## src/rtl/fpmul_arbiter.sv

```systemverilog
// Two-requester round-robin front end for a shared floating-point multiplier.
// Define FPARB_TIMEOUT_EN to abort a WAIT that outlasts TIMEOUT_CYCLES with err=1.
module fpmul_arbiter #(
  parameter int TIMEOUT_CYCLES = 64
) (
  input  logic        clk,
  input  logic        rst,
  input  logic [1:0]  req,
  input  logic [63:0] opa_in,
  input  logic [63:0] opb_in,
  output logic [1:0]  done,
  output logic [31:0] res,
  output logic [5:0]  flags,
  output logic        err,
  output logic        busy,
  output logic        fpm_start,
  output logic [31:0] fpm_a,
  output logic [31:0] fpm_b,
  input  logic        fpm_done,
  input  logic [31:0] fpm_p,
  input  logic [5:0]  fpm_flags
);

  typedef enum logic [1:0] {IDLE, ISSUE, WAIT, RESP} state_e;

  state_e      state_q, state_d;
  logic        owner_q, owner_d;
  logic        lastGrant_q, lastGrant_d;
  logic [31:0] fpmA_q, fpmA_d;
  logic [31:0] fpmB_q, fpmB_d;
  logic [31:0] res_q, res_d;
  logic [5:0]  flags_q, flags_d;
  logic        nextOwner;

`ifdef FPARB_TIMEOUT_EN
  localparam int CW = $clog2(TIMEOUT_CYCLES + 1);
  logic [CW-1:0] waitCnt_q, waitCnt_d;
  logic          err_q, err_d;
  logic          timeoutHit;

  assign timeoutHit = (waitCnt_q == CW'(TIMEOUT_CYCLES - 1));
  assign err        = err_q;
`else
  assign err = 1'b0;
`endif

  // When both ask, the requester that was not granted last time wins.
  always_comb begin
    if (req[0] && req[1]) nextOwner = ~lastGrant_q;
    else                  nextOwner = req[1];
  end

  always_comb begin
    state_d     = state_q;
    owner_d     = owner_q;
    lastGrant_d = lastGrant_q;
    fpmA_d      = fpmA_q;
    fpmB_d      = fpmB_q;
    res_d       = res_q;
    flags_d     = flags_q;
`ifdef FPARB_TIMEOUT_EN
    waitCnt_d   = waitCnt_q;
    err_d       = err_q;
`endif
    case (state_q)
      IDLE: begin
        if (|req) begin
          owner_d = nextOwner;
          fpmA_d  = nextOwner ? opa_in[63:32] : opa_in[31:0];
          fpmB_d  = nextOwner ? opb_in[63:32] : opb_in[31:0];
          state_d = ISSUE;
        end
      end
      ISSUE: begin
`ifdef FPARB_TIMEOUT_EN
        waitCnt_d = '0;
`endif
        state_d = WAIT;
      end
      WAIT: begin
        if (fpm_done) begin
          res_d   = fpm_p;
          flags_d = fpm_flags;
`ifdef FPARB_TIMEOUT_EN
          err_d   = 1'b0;
`endif
          state_d = RESP;
        end
`ifdef FPARB_TIMEOUT_EN
        else if (timeoutHit) begin
          res_d   = '0;
          flags_d = '0;
          err_d   = 1'b1;
          state_d = RESP;
        end else begin
          waitCnt_d = waitCnt_q + CW'(1);
        end
`endif
      end
      RESP: begin
        lastGrant_d = owner_q;
        state_d     = IDLE;
      end
      default: state_d = IDLE;
    endcase
  end

  // Pointer resets to 1 so requester 0 wins the first contested grant.
  always_ff @(posedge clk or posedge rst) begin
    if (rst) begin
      state_q     <= IDLE;
      owner_q     <= 1'b0;
      lastGrant_q <= 1'b1;
      fpmA_q      <= '0;
      fpmB_q      <= '0;
      res_q       <= '0;
      flags_q     <= '0;
`ifdef FPARB_TIMEOUT_EN
      waitCnt_q   <= '0;
      err_q       <= 1'b0;
`endif
    end else begin
      state_q     <= state_d;
      owner_q     <= owner_d;
      lastGrant_q <= lastGrant_d;
      fpmA_q      <= fpmA_d;
      fpmB_q      <= fpmB_d;
      res_q       <= res_d;
      flags_q     <= flags_d;
`ifdef FPARB_TIMEOUT_EN
      waitCnt_q   <= waitCnt_d;
      err_q       <= err_d;
`endif
    end
  end

  assign fpm_start = (state_q == ISSUE);
  assign busy      = (state_q != IDLE);
  assign done      = (state_q == RESP) ? (owner_q ? 2'b10 : 2'b01) : 2'b00;
  assign fpm_a     = fpmA_q;
  assign fpm_b     = fpmB_q;
  assign res       = res_q;
  assign flags     = flags_q;

endmodule
```

## config.mk

```make
export PLATFORM = sky130hd
export DESIGN_NAME = fpmul_arbiter
export DESIGN_NICKNAME = d
export VERILOG_FILES = /design/src/rtl/fpmul_arbiter.sv
export SDC_FILE = /design/constraint.sdc
export NUM_CORES = 1
export LEC_CHECK = 0
export CORE_MARGIN = 5
export CORE_UTILIZATION = 43
export DETAILED_ROUTE_END_ITERATION = 6
export PLACE_DENSITY = 0.87
export REMOVE_ABC_BUFFERS = 1
export SLEW_MARGIN = 25
export SYNTH_ARGS = -nofsm -noshare
export SYNTH_HDL_FRONTEND = slang
export SYNTH_SLANG_ARGS = --single-unit
```

## constraint.sdc

```tcl
create_clock -name clk -period 5.1 [get_ports clk]
set_input_delay 0.765 -clock clk [delete_from_list [all_inputs] [get_ports clk]]
set_output_delay 0.765 -clock clk [all_outputs]
set_load 0.01 [all_outputs]
```

==> impl_metrics.tcl <==
set metrics [dict create \
    synth.area.top_cells "dfrtp_1, a21oi_2, nand2_1, nor2_1, mux2_2" \
    antenna_found_initial 0 \
    htreeDepth 3 \
    fin_nets 896 \
    root_buffer "clkbuf_16" \
    hold_viol 0 \
    p_int_mw 2.961 \
    ant_nets 0 \
    relSlewSlack_pct 42.11 \
    crit_type "reg2out" \
    overflow 0 \
    clkTransAtPathRegs_ns 0.07 \
    critPathMaxFanout 4 \
    finalWeightedCongestion 0.8221 \
    rows 40 \
    period_share_pct 49.55 \
    p_clk_share_pct 14.3 \
    synth_area_per_cell_um2 11.31 \
    drc 0 \
    skew_ns 0.008168 \
    ys_seq_area_share_pct 51.23 \
    synth_edf_count 0 \
    worstHoldPathType "reg2reg" \
    grt_max_degree 72 \
    first_iter_violations 312 \
    synth.ff_latch_count 106 \
    numCtsBuffers 9 \
    routed_via_density 5.142 \
    irDropWorstVdd_uv 218.5 \
    wl_per_cell_um 18.68 \
    arrival_ns 1.76 \
    max_freq_mhz 395.8 \
    worstSkewPairLatency_ns 0.34 \
    grt_util_all_layers_pct 22.41 \
    synth_top_area_cell "dfrtp_1" \
    initial_core_util_pct 43.49 \
    die_area_um2 14340 \
    start_kind "register" \
    outcome "finished, final reports clean" \
    synth-async-reset-ratio_pct 100.0 \
    num_antenna_cells 0 \
    netlist_area_um2 5180 \
    crit_path_end_kind "output port" \
    synth_cell_types 25 \
    ctsHoldBuffers 0 \
    yosysWarnings 0 \
    dpl.hpwl_mm 12.62 \
    worst_slew_pin_slew_ns 0.8684 \
    first_global_vias 4674 \
    core_region_area_um2 11910 \
    cts_buffer_depth 2 \
    seq_power_share_pct 32.3 \
    num_io_pins 278 \
    cts.repair.resized 0 \
    p_switching_mw 1.719 \
    power_density_nw_per_um2 571.3 \
    drv_cap 0 \
    finalSetupViolations 0 \
    fin_crit_ns 2.527 \
    cts_setup_buffers 0 \
    power.leakage_nw 3.260 \
    area_delta_synth_final_pct 58.14 \
    synth_cells 458 \
    clkSinkCount 106 \
    drv_slew 0 \
    route.vias.total 4484 \
    wl_mm 16.29 \
    switching_share_pct 36.74 \
    p_comb_share_pct 53.4 \
    portBuffers 276 \
    drtPass1Iterations 4 \
    die_h_um 119.8 \
    die_w_um 119.8 \
    netlist.area_leader.share_pct 50.72 \
    ys.flop_type "dfrtp_1" \
    tns_ns 0 \
    required_ns 4.34 \
    rsz0062_at_grt "false" \
    cts_tree "done" \
    hold_slack_ns 0.4928 \
    drive_gt1_share_pct 23.59 \
    grt_first_pass_wirelength_mm 25.23 \
]
[critical path, cell delays in order (launching register included)]
cell and delay (ns):
dfrtp_1 0.40, inv_1 0.10, ha_1 0.28, inv_1 0.10, clkdlybuf4s50_1 0.55
[layer usage]
layer | global-route usage [%] | vias up | wire [um]
met5 | 0 | - | 0
met4 | 7.659 | 0 | 458
met3 | 6.503 | 31 | 1386
met2 | 40.22 | 218 | 8228
met1 | 25.46 | 2171 | 6215
li1 | - | 2064 | -
[power by group through the flow]
stage,Combinational [mW],Sequential (mW),Clock (mW)
3_3_place_gp,2.43,1.50,0
6_report,2.50,1.51,0.670
3_5_place_dp,2.52,1.53,0
4_1_cts,2.53,1.51,0.687
2_1_floorplan,1.04,1.70,0
5_1_grt,2.68,1.56,0.718
[worst paths after layout]
kind / start / to / slack, ns / depth (start not counted)
min reg2reg: res[2] / res[2] / 0.49 / 1
max reg2reg: state_q[0] / fpm_b[28] / 2.90 / 6
max: state_q[0] / busy / 2.57 / 4
min in group asynchronous: rst / res[6] / 0.94 / 2
min: res[2] / res[2] / 0.49 / 1
max in group asynchronous: rst / fpm_b[31] / 3.11 / 3
[cells by family (layout without fill, tap and decap cells)]
family          Yosys count  count (layout)  share of synthesized area [%]
simple gates            133             133                          9.807
flops                   106             106                          51.23
compound gates          135             135                          22.17
buf+inv                  38             305                          6.812
mux                      40              40                          8.696
other cells               1               1                        0.07239
fa+ha+maj                 5               5                          1.208
[Yosys cell counts, types with 5 or more instances]
| cell | instances |
|---|---|
| a21oi_2 | 120 |
| dfrtp_1 | 105 |
| nand2_1 | 66 |
| nor2_1 | 64 |
| mux2_2 | 21 |
| mux2_1 | 19 |
| buf_6 | 10 |
| a21oi_1 | 9 |
| buf_2 | 9 |
| buf_4 | 7 |
| buf_12 | 6 |
| ha_1 | 5 |
| inv_1 | 5 |
[flip-flops by register name, summed over array words and instances (netlist names)]
register	cells
fpm_a	32
fpm_b	32
res	32
flags	6
state_q	2
lastGrant_q	1
owner_q	1
[through the flow]
stage	cells	area, um^2	total power [mW]	setup slack, ns	util, %
3_3_place_gp	855	7876	3.926	2.137	66.12
6_report	872	8192	4.680	2.573	68.77
3_5_place_dp	856	7904	4.050	2.277	66.36
5_1_grt	872	8192	4.963	2.474	68.77
2_1_floorplan	425	4846	2.739	1.348	-
4_1_cts	872	8192	4.735	2.552	68.77
[cell type report]
type	instances	area (um^2)
clock buffers	10	239.0
fillers	913	3720
multi-input cells	314	2190
well taps	147	183.9
repair buffers	284	2855
clock inverters	6	48.80
flip-flops and latches	106	2654
inverters	5	21.27
[cell usage in the layout, fill, tap and decap left out, types with 2 or more instances in the layout]
cell             instances
clkinvlp_4               2
clkbuf_16                9
mux2_2                  21
a21oi_2                120
nor2_1                  64
dfrtp_1                105
inv_1                    4
clkdlybuf4s50_1        276
nand2_1                 66
mux2_1                  19
ha_1                     5
buf_4                    6
a21oi_1                  9
(Power assumes the default switching activity.)
